### src/rtl/riscv_pkg.sv
// rtl/riscv_pkg.sv - shared RV32I pipeline types: result select, ALU ops, control bundle
package riscv_pkg;

   typedef enum logic [1:0] {
      RES_ALU = 2'b00,
      RES_MEM = 2'b01,
      RES_PC4 = 2'b10
   } result_src_e;

   localparam logic [3:0] ALU_ADD = 4'b0000;
   localparam logic [3:0] ALU_SUB = 4'b0001;
   localparam logic [3:0] ALU_AND = 4'b0010;
   localparam logic [3:0] ALU_OR  = 4'b0011;
   localparam logic [3:0] ALU_XOR = 4'b0100;
   localparam logic [3:0] ALU_SLT = 4'b0101;
   localparam logic [3:0] ALU_SLL = 4'b0110;
   localparam logic [3:0] ALU_SRL = 4'b0111;
   localparam logic [3:0] ALU_SRA = 4'b1000;

   typedef struct packed {
      logic        RegWrite;
      logic        MemWrite;
      logic        Jump;
      logic        Branch;
      logic        ALUSrc;
      result_src_e ResultSrc;
      logic [3:0]  ALUControl;
   } ctrl_t;

   // A bubble is an all-zero control word: no side effects downstream.
   localparam ctrl_t CTRL_BUBBLE = '{
      RegWrite:   1'b0,
      MemWrite:   1'b0,
      Jump:       1'b0,
      Branch:     1'b0,
      ALUSrc:     1'b0,
      ResultSrc:  RES_ALU,
      ALUControl: ALU_ADD
   };

endpackage

### src/rtl/wb_bypass.sv
// rtl/wb_bypass.sv - single read port WB->ID bypass: replaces stale register-file data with ResultW
module wb_bypass #(
   parameter int XLEN   = 32,
   parameter int REG_AW = 5
) (
   input  logic              wb_we_i,
   input  logic [REG_AW-1:0] wb_rd_i,
   input  logic [XLEN-1:0]   wb_result_i,
   input  logic [REG_AW-1:0] rs_addr_i,
   input  logic [XLEN-1:0]   rf_data_i,
   output logic [XLEN-1:0]   rs_data_o
);

   logic hit;

   // x0 is hardwired zero, so a write to it must never be forwarded.
   assign hit       = wb_we_i && (wb_rd_i != '0) && (wb_rd_i == rs_addr_i);
   assign rs_data_o = hit ? wb_result_i : rf_data_i;

endmodule

### src/rtl/id_ex_stage.sv
// rtl/id_ex_stage.sv - ID/EX pipeline register with WB bypass, load-use stall and flush bubbles
module id_ex_stage
   import riscv_pkg::*;
#(
   parameter int XLEN   = 32,
   parameter int REG_AW = 5,
   parameter int CNT_W  = 32
) (
   input  logic              clk,
   input  logic              rst,
   input  logic [REG_AW-1:0] A1D,
   input  logic [REG_AW-1:0] A2D,
   input  logic [REG_AW-1:0] RdD,
   input  logic [XLEN-1:0]   RD1D,
   input  logic [XLEN-1:0]   RD2D,
   input  logic [XLEN-1:0]   ImmExtD,
   input  logic [XLEN-1:0]   PCD,
   input  logic [XLEN-1:0]   PCPlus4D,
   input  logic              RegWriteD,
   input  logic              MemWriteD,
   input  logic              JumpD,
   input  logic              BranchD,
   input  logic              ALUSrcD,
   input  logic [1:0]        ResultSrcD,
   input  logic [3:0]        ALUControlD,
   input  logic              RegWriteW,
   input  logic [REG_AW-1:0] RdW,
   input  logic [XLEN-1:0]   ResultW,
   input  logic              FlushE,
   output logic [XLEN-1:0]   RD1E,
   output logic [XLEN-1:0]   RD2E,
   output logic [XLEN-1:0]   ImmExtE,
   output logic [XLEN-1:0]   PCE,
   output logic [XLEN-1:0]   PCPlus4E,
   output logic [REG_AW-1:0] A1E,
   output logic [REG_AW-1:0] A2E,
   output logic [REG_AW-1:0] RdE,
   output logic              RegWriteE,
   output logic              MemWriteE,
   output logic              JumpE,
   output logic              BranchE,
   output logic              ALUSrcE,
   output logic [1:0]        ResultSrcE,
   output logic [3:0]        ALUControlE,
   output logic              ValidE,
   output logic              StallF,
   output logic              StallD,
   output logic [CNT_W-1:0]  BubbleCnt
);

   localparam logic [CNT_W-1:0] CNT_ONE = CNT_W'(1);

   logic [XLEN-1:0]   fwd1, fwd2;
   logic              lw_stall, bubble;

   ctrl_t             ctrl_q, ctrl_d;
   logic [XLEN-1:0]   rd1_q, rd1_d, rd2_q, rd2_d, imm_q, imm_d, pc_q, pc_d, pc4_q, pc4_d;
   logic [REG_AW-1:0] a1_q, a1_d, a2_q, a2_d, rd_q, rd_d;
   logic              valid_q, valid_d;
   logic [CNT_W-1:0]  cnt_q, cnt_d;

   wb_bypass #(.XLEN(XLEN), .REG_AW(REG_AW)) u_bypass_rs1 (
      .wb_we_i     (RegWriteW),
      .wb_rd_i     (RdW),
      .wb_result_i (ResultW),
      .rs_addr_i   (A1D),
      .rf_data_i   (RD1D),
      .rs_data_o   (fwd1)
   );

   wb_bypass #(.XLEN(XLEN), .REG_AW(REG_AW)) u_bypass_rs2 (
      .wb_we_i     (RegWriteW),
      .wb_rd_i     (RdW),
      .wb_result_i (ResultW),
      .rs_addr_i   (A2D),
      .rf_data_i   (RD2D),
      .rs_data_o   (fwd2)
   );

   // Gating on valid_q keeps a bubble from re-triggering the stall, so each load-use costs one cycle.
   assign lw_stall = valid_q && (ctrl_q.ResultSrc == RES_MEM) && (rd_q != '0) &&
                     ((rd_q == A1D) || (rd_q == A2D));
   assign bubble   = FlushE || lw_stall;
   assign StallF   = lw_stall;
   assign StallD   = lw_stall;

   always_comb begin
      ctrl_d  = CTRL_BUBBLE;
      rd1_d   = '0;
      rd2_d   = '0;
      imm_d   = '0;
      pc_d    = '0;
      pc4_d   = '0;
      a1_d    = '0;
      a2_d    = '0;
      rd_d    = '0;
      valid_d = 1'b0;
      cnt_d   = cnt_q;
      if (bubble) begin
         if (cnt_q != '1) begin
            cnt_d = cnt_q + CNT_ONE;
         end
      end else begin
         ctrl_d  = '{
            RegWrite:   RegWriteD,
            MemWrite:   MemWriteD,
            Jump:       JumpD,
            Branch:     BranchD,
            ALUSrc:     ALUSrcD,
            ResultSrc:  result_src_e'(ResultSrcD),
            ALUControl: ALUControlD
         };
         rd1_d   = fwd1;
         rd2_d   = fwd2;
         imm_d   = ImmExtD;
         pc_d    = PCD;
         pc4_d   = PCPlus4D;
         a1_d    = A1D;
         a2_d    = A2D;
         rd_d    = RdD;
         valid_d = 1'b1;
      end
   end

   always_ff @(posedge clk) begin
      if (rst) begin
         ctrl_q  <= CTRL_BUBBLE;
         rd1_q   <= '0;
         rd2_q   <= '0;
         imm_q   <= '0;
         pc_q    <= '0;
         pc4_q   <= '0;
         a1_q    <= '0;
         a2_q    <= '0;
         rd_q    <= '0;
         valid_q <= 1'b0;
         cnt_q   <= '0;
      end else begin
         ctrl_q  <= ctrl_d;
         rd1_q   <= rd1_d;
         rd2_q   <= rd2_d;
         imm_q   <= imm_d;
         pc_q    <= pc_d;
         pc4_q   <= pc4_d;
         a1_q    <= a1_d;
         a2_q    <= a2_d;
         rd_q    <= rd_d;
         valid_q <= valid_d;
         cnt_q   <= cnt_d;
      end
   end

   assign RD1E        = rd1_q;
   assign RD2E        = rd2_q;
   assign ImmExtE     = imm_q;
   assign PCE         = pc_q;
   assign PCPlus4E    = pc4_q;
   assign A1E         = a1_q;
   assign A2E         = a2_q;
   assign RdE         = rd_q;
   assign RegWriteE   = ctrl_q.RegWrite;
   assign MemWriteE   = ctrl_q.MemWrite;
   assign JumpE       = ctrl_q.Jump;
   assign BranchE     = ctrl_q.Branch;
   assign ALUSrcE     = ctrl_q.ALUSrc;
   assign ResultSrcE  = ctrl_q.ResultSrc;
   assign ALUControlE = ctrl_q.ALUControl;
   assign ValidE      = valid_q;
   assign BubbleCnt   = cnt_q;

endmodule

### config.mk
export PLATFORM = sky130hd
export DESIGN_NAME = id_ex_stage
export DESIGN_NICKNAME = d
export VERILOG_FILES = /design/src/rtl/riscv_pkg.sv /design/src/rtl/wb_bypass.sv /design/src/rtl/id_ex_stage.sv
export SDC_FILE = /design/constraint.sdc
export NUM_CORES = 1
export LEC_CHECK = 0
export ABC_AREA = 1
export CAP_MARGIN = 40
export CORE_MARGIN = 3
export CORE_UTILIZATION = 30
export CTS_CLUSTER_DIAMETER = 100
export DETAILED_ROUTE_END_ITERATION = 10
export SKIP_LAST_GASP = 1
export SLEW_MARGIN = 20
export SYNTH_ARGS = -nofsm -noshare
export SYNTH_HDL_FRONTEND = slang
export SYNTH_HIERARCHICAL = 1
export SYNTH_SLANG_ARGS = --single-unit
export TNS_END_PERCENT = 30
### constraint.sdc
create_clock -name clk -period 4.9 [get_ports clk]
set_input_delay 1.225 -clock clk [delete_from_list [all_inputs] [get_ports clk]]
set_output_delay 1.225 -clock clk [all_outputs]
set_load 0.01 [all_outputs]
==> results of run 1 <==
[where the power goes]
group	internal (mW)	total, mW	switching (mW)
registers	1.86	1.91	0.0459
clock network	1.18	1.94	0.759
logic	0.370	0.673	0.303
[how the worst max path moves through the flow]
stage | from | slack, ns | end
final | A1D[2] | 0.66 | StallF
after global routing | A1D[2] | 0.48 | StallF
after CTS | A1D[2] | 0.65 | StallF
after detailed placement | A1D[2] | 0.66 | StallF
after global placement | A1D[2] | 0.66 | StallD
after floorplan | A1D[2] | 1.82 | StallF
[cells in the mapped netlist (2+ instances only)]
library cell	instances	area (µm²)
a21oi_1	17	85.1
buf_2	39	195
buf_4	2	15.0
buf_6	10	113
clkbuf_1	7	26.3
clkinv_1	2	7.51
dfxtp_1	219	4380
inv_1	246	923
nand2_1	299	1120
nand3_1	17	85.1
nand3_2	9	90.1
nand3_4	4	70.1
nand3b_1	12	90.1
nand4_1	70	438
nor2_1	285	1070
nor2_4	4	45.0
nor3_1	2	10.0
o21ai_1	2	10.0
o21ai_2	2	17.5
xnor2_1	6	52.6
xor2_1	16	140
[final cells by class]
class | count | area share, %
well taps | 384 | 3.28
clock inverters | 8 | 0.649
flip-flops and latches | 219 | 29.9
repair buffers | 460 | 31.4
multi-input cells | 751 | 23.2
clock buffers | 38 | 5.23
diodes | 1 | 0.0171
inverters | 248 | 6.35
[cells in the final DEF, fill, tap and decap left out, types with 2 or more instances in the layout]
master / count
nand3_4: 5
bufinv_16: 2
clkinv_1: 2
o21ai_2: 2
buf_4: 11
inv_1: 246
clkdlybuf4s50_1: 447
o21ai_1: 2
clkbuf_16: 27
clkinvlp_4: 2
nand2_1: 299
clkinv_2: 4
nand3_1: 16
a21oi_1: 17
nor3_1: 2
clkbuf_1: 6
buf_12: 2
nand4_1: 70
nor2_4: 4
nor2_1: 285
xnor2_1: 6
nand3b_1: 12
xor2_1: 16
dfxtp_1: 219
clkbuf_8: 5
nand3_2: 9
[routing by layer]
layer / global-route usage [%] / vias to the layer above
met4: 6.53 / 0
li1: - / 4629
met1: 23.7 / 4080
met5: 0 / -
met3: 6.59 / 65
met2: 35.5 / 366
[worst max-delay path: stages]
cell	delay, ns
clkdlybuf4s50_1	0.55
inv_1	0.08
nand2_1	0.06
nand2_1	0.05
nor2_1	0.10
nand3_1	0.09
nand2_1	0.07
nand2_1	0.13
inv_1	0.11
clkdlybuf4s50_1	0.54
[metrics by stage]
step	worst slack, ns	std cells	total power [mW]	utilization, %
finish	0.661	2109	4.52	50.1
floorplan	1.82	1276	2.20	-
detailed placement	0.661	2062	2.62	47.2
CTS	0.655	2108	4.59	50.1
global placement	0.662	2062	2.62	47.2
global route	0.481	2109	4.72	50.1
[state kept, by name, summed over array words and instances (netlist names), 2 cells and up]
signal	cells
BubbleCnt	32
ImmExtE	32
PCE	32
ResultSrcE	2
PCPlus4E	32
A2E	5
RD1E	32
RD2E	32
A1E	5
ALUControlE	4
RdE	5
[cells by family (layout without fill, tap and decap cells)]
| logic type | count (synthesis) | after routing | synth area share [%] |
|---|---|---|---|
| buffers and inverters | 306 | 754 | 14.1 |
| AOI/OAI and AO/OA | 22 | 22 | 1.30 |
| xor gates and xnor gates | 22 | 22 | 2.13 |
| and+or+nand+nor | 706 | 706 | 33.9 |
| adders and majority gates | 1 | 1 | 0.138 |
| DFF | 219 | 219 | 48.4 |
| other | 0 | 1 | 0 |
==> flow_metrics.py, run 1 <==
metrics = {
    "setup_path": {
        "arrival_ns": 3.01,
        "worstRegToRegCells": 11,
        "crit_required_ns": 3.67,
        "critPathLaunchType": "input pin",
        "r2r-start": "BubbleCnt[0]$_SDFFE_PP0P_",
        "crit_path_max_fanout": 5,
        "crit_path_end_kind": "output port",
        "rrSetupSlack_ns": 2.37,
        "r2r_end": "BubbleCnt[14]$_SDFFE_PP0P_",
        "worst-setup-path-type": "input pin to output port",
    },
    "clock_tree": {
        "cts_tree": "built",
        "cts_sinks": 219,
        "postCtsSetupBuffers": 0,
        "cts_buffers": 26,
        "cts_root_buffer": "clkbuf_16",
        "clkTransAtPathRegs_ns": 0.06,
        "clk_latency_ns": 0.53,
        "cts.path.max_buffers": 3,
        "cts_max_level": 1,
        "cts_resized": 0,
        "ctsHoldBuffers": 0,
    },
    "route": {
        "drtAntennaViolNets": 0,
        "dr.pass1.iters": 5,
        "drc": 0,
        "wl_met3_um": 3020,
        "drt_iter0_markers": 389,
        "vias": 9140,
        "met2_wirelength_um": 16700,
        "m1WireLength_um": 13700,
        "wire_per_inst_um": 16.4,
        "avgViaCountPerCell": 4.33,
        "highest_layer": "met4",
        "finalWirelength_um": 34500,
    },
    "global_routing": {
        "grt_pass1_vias": 8930,
        "grt_pass1_wl_um": 52600,
        "grt_use_total_pct": 20.4,
        "antenna_found_initial": 1,
        "grt_overflow": 0,
        "grt_max_degree": 84,
    },
    "hold_path": {
        "worstHoldStart": "BubbleCnt[1]$_SDFFE_PP0P_",
        "hold_end": "BubbleCnt[1]$_SDFFE_PP0P_",
        "hold_path.class": "flip-flop to flip-flop",
        "hold_depth": 2,
    },
    "die": {
        "die_h_um": 180,
        "ios": 448,
        "die_w_um": 180,
        "core_um2": 29200,
        "row_count": 62,
        "die_area_um2": 32300,
        "initial_utilization_pct": 31.0,
    },
    "flow_run": {
        "max_cap_viol_count": 0,
    },
    "layout": {
        "postLayoutCellArea_um2": 14700,
        "drive_gt1_share_pct": 4.41,
        "final_nets": 1934,
        "fillers": 2890,
        "seq_area_um2": 4380,
        "multi_input_area_um2": 3400,
        "area_growth_syn_to_layout_pct": 61.9,
    },
    "timing": {
        "finalClockSkew_ns": 0.0119,
        "holdWs_ns": 0.553,
        "finalHoldViolCount": 0,
        "report.final.slew_viol_count": 0,
        "rsz0062_at_grt": "false",
        "period_minus_slack_ns": 4.24,
        "setup_viol": 0,
        "setup_tns_ns": 0,
        "fin_crit_sh_pct": 86.5,
        "worstMarginPinSlew_ns": 0.659,
        "max-slew-margin-rel_pct": 56.0,
        "max_freq_mhz": 236,
    },
    "placement": {
        "place_congestion": 0.886,
        "dp_hpwl_um": 26200,
        "numPortBuffers": 447,
        "place_area_um2": 13800,
    },
    "logic_synthesis": {
        "yosys_warnings": 6,
        "synth-edff-count": 0,
        "syn_area_um2": 9050,
        "ys_seq_area_share_pct": 48.4,
        "yosysUniqueCellTypes": 27,
        "synth_fp_nets": 1504,
        "ys_ff_latch": 219,
        "async_flop_share_pct": 0,
        "syn_inst": 1276,
        "synth_flop_cell": "dfxtp_1",
        "syn_area_per_cell_um2": 7.10,
    },
    "power": {
        "peakVddDrop_mv": 0.222,
        "leakagePower_nw": 6.87,
        "power_density_nw_per_um2": 308,
    },
    "status": {
        "status": "complete, no violations",
    },
}
Power figures use the tool's default switching activity.
==> run 2: changes to the inputs <==
--- a/config.mk
+++ b/config.mk
@@ -10,11 +10,12 @@
 export CORE_MARGIN = 3
 export CORE_UTILIZATION = 30
 export CTS_CLUSTER_DIAMETER = 100
+export CTS_CLUSTER_SIZE = 40
 export DETAILED_ROUTE_END_ITERATION = 10
+export REMOVE_ABC_BUFFERS = 1
 export SKIP_LAST_GASP = 1
 export SLEW_MARGIN = 20
 export SYNTH_ARGS = -nofsm -noshare
 export SYNTH_HDL_FRONTEND = slang
-export SYNTH_HIERARCHICAL = 1
 export SYNTH_SLANG_ARGS = --single-unit
 export TNS_END_PERCENT = 30
==> run 2 against run 1 <==
Cell count down 9.4%. Largest power group is now sequential cells. First-iteration DRC count is 37% higher. Sequential cell count unchanged. Total power decreased by 20%. Via count decreased by 9.4%. Highest routed layer unchanged.
==> flow_metrics.py, run 2 <==
metrics = {
    "status": {
        "status": "complete, no violations",
    },
    "timing": {
        "setup_viol": 0,
        "max-slew-margin-rel_pct": 62.0,
        "holdWs_ns": 0.578,
        "setup_tns_ns": 0,
        "worstMarginPinSlew_ns": 0.570,
        "finalHoldViolCount": 0,
        "finalClockSkew_ns": 0.0401,
        "rsz0062_at_grt": "false",
        "period_minus_slack_ns": 4.22,
        "fin_crit_sh_pct": 86.1,
        "max_freq_mhz": 237,
        "report.final.slew_viol_count": 0,
    },
    "route": {
        "avgViaCountPerCell": 4.33,
        "dr.pass1.iters": 5,
        "vias": 8283,
        "drt_iter0_markers": 534,
        "drtAntennaViolNets": 0,
        "wire_per_inst_um": 17.6,
        "drc": 0,
        "finalWirelength_um": 33600,
    },
    "die": {
        "die_h_um": 173,
        "initial_utilization_pct": 30.7,
        "ios": 448,
        "die_area_um2": 29800,
        "row_count": 60,
        "die_w_um": 173,
        "core_um2": 27100,
    },
    "layout": {
        "final_common_cell": "clkdlybuf4s50_1",
        "final_nets": 1759,
        "drive_gt1_share_pct": 3.45,
        "final_cell_mix": "447 x clkdlybuf4s50_1, 219 x dfxtp_1, 215 x nand2_1",
        "multi_input_area_um2": 3090,
        "postLayoutCellArea_um2": 13500,
        "fillers": 2621,
        "seq_area_um2": 4380,
        "area_growth_syn_to_layout_pct": 62.7,
    },
    "clock_tree": {
        "cts.path.max_buffers": 3,
        "cts_resized": 0,
        "ctsHoldBuffers": 0,
        "postCtsSetupBuffers": 0,
        "cts_root_buffer": "clkbuf_16",
        "cts_sinks": 219,
        "clk_latency_ns": 0.49,
        "cts_tree": "built",
        "clkTransAtPathRegs_ns": 0.11,
        "cts_max_level": 1,
        "cts_buffers": 11,
    },
    "logic_synthesis": {
        "synth.most_common_cell": "dfxtp_1",
        "async_flop_share_pct": 0,
        "synth_top_area_share_pct": 52.7,
        "yosys_warnings": 0,
        "synth_flop_cell": "dfxtp_1",
        "synth-edff-count": 0,
        "ys_ff_latch": 219,
        "synthTopCellsByCount": "219 x dfxtp_1, 216 x nor2_1, 215 x nand2_1",
        "syn_inst": 1106,
        "yosysUniqueCellTypes": 24,
        "yosys-top-cells-area": "dfxtp_1 53%, nor2_1 9.7%, nand2_1 9.7%",
        "synth.largest_area_cell": "dfxtp_1",
        "syn_area_per_cell_um2": 7.53,
        "ys_seq_area_share_pct": 52.7,
        "syn_area_um2": 8330,
    },
    "placement": {
        "place_area_um2": 13200,
        "dp_hpwl_um": 26200,
        "place_congestion": 0.920,
        "numPortBuffers": 447,
    },
    "setup_path": {
        "critPathLaunchType": "input pin",
        "crit_path_end_kind": "output port",
        "crit_path_max_fanout": 3,
        "arrival_ns": 2.99,
        "crit_required_ns": 3.67,
        "worst-setup-path-type": "input pin to output port",
    },
    "power": {
        "pwr-share-comb_pct": 17.9,
        "clkPwrFrac_pct": 29.4,
        "power_frac_seq_pct": 52.8,
        "power_density_nw_per_um2": 267,
        "leakagePower_nw": 5.86,
        "p_int_mw": 2.66,
        "power_mw": 3.61,
        "peakVddDrop_mv": 0.267,
        "p_sw_share_pct": 26.5,
        "p_sw_mw": 0.958,
    },
    "global_routing": {
        "grt_use_total_pct": 21.5,
        "top_usage_layer": "met2",
        "grt_pass1_vias": 8044,
        "use_met3_pct": 6.92,
        "antenna_found_initial": 4,
        "grt.met2_usage_pct": 38.8,
        "grt_use_met1_pct": 24.3,
        "grt_overflow": 0,
        "grt_pass1_wl_um": 49800,
        "grt_max_degree": 42,
    },
    "hold_path": {
        "hold_path.class": "flip-flop to flip-flop",
    },
    "flow_run": {
        "max_cap_viol_count": 0,
    },
}
run 2: changes by cell type after synthesis, sizes merged, moves of 2 or more:
cell    delta
nand4     -64
clkinv     -2
a21oi     +62
xor2      +10
o21ai      -4
inv       -77
nand3b     -2
nor2      -72
clkbuf    +18
nand2     -84
nor4       +2
nor3       +2
nand3     +66
buf       -24
run 2: final cells by class:
cell class                      count  share of cell area, %
Antenna cell                        4                 0.0739
Clock buffer                       11                   2.03
Timing Repair Buffer              464                   34.2
Inverter                          169                   4.68
Clock inverter                      6                  0.453
Tap cell                          372                   3.44
Sequential cell                   219                   32.4
Multi-Input combinational cell    666                   22.8
run 2: per-stage QoR:
| step | setup slack, ns | util [%] | cells |
|---|---|---|---|
| floorplan | -0.684 | - | 1054 |
| global placement | 0.708 | 48.7 | 1890 |
| detailed placement | 0.704 | 48.7 | 1890 |
| CTS | 0.703 | 49.9 | 1907 |
| global route | 0.569 | 50.0 | 1911 |
| finish | 0.681 | 50.0 | 1911 |
run 2: path summary, 6_finish.rpt:
| kind | slack [ns] | endpoint | cells past startpoint | start |
|---|---|---|---|---|
| min | 0.58 | BubbleCnt[16]$_SDFFE_PP0P_ | 2 | BubbleCnt[16]$_SDFFE_PP0P_ |
| max reg2reg | 2.59 | BubbleCnt[3]$_SDFFE_PP0P_ | 10 | BubbleCnt[0]$_SDFFE_PP0P_ |
| min reg2reg | 0.58 | BubbleCnt[16]$_SDFFE_PP0P_ | 2 | BubbleCnt[16]$_SDFFE_PP0P_ |
| max | 0.68 | StallD | 10 | A1D[1] |
run 2: power by group through the flow:
stage	registers, mW	clock network [mW]	logic, mW
after CTS	1.91	1.09	0.652
after global routing	1.92	1.15	0.700
after global placement	1.94	0	0.647
after detailed placement	1.95	0	0.649
after floorplan	1.98	0	0.186
final	1.91	1.06	0.646
run 2: kinds of logic after synthesis:
family / Yosys count / synth area share, %
xor+xnor: 32 / 3.37
buf+inv: 221 / 10.7
fa+ha+maj: 1 / 0.150
flops: 219 / 52.7
compound gates: 81 / 4.90
simple gates: 552 / 28.2
run 2: worst max-delay path: stages:
cell	delay, ns
clkdlybuf4s50_1	0.53
inv_1	0.07
nand2_1	0.06
nand2_1	0.05
nor2_1	0.11
nand3_1	0.10
nand2_1	0.08
nand2_1	0.11
inv_1	0.11
clkdlybuf4s50_1	0.54
run 2: per-layer routing:
metal	vias up	share of wire, %	wire (µm)
met5	-	0	0
met4	0	2.7	914
met3	41	7.6	2560
met2	272	50	16800
met1	3780	40	13300
li1	4190	-	-
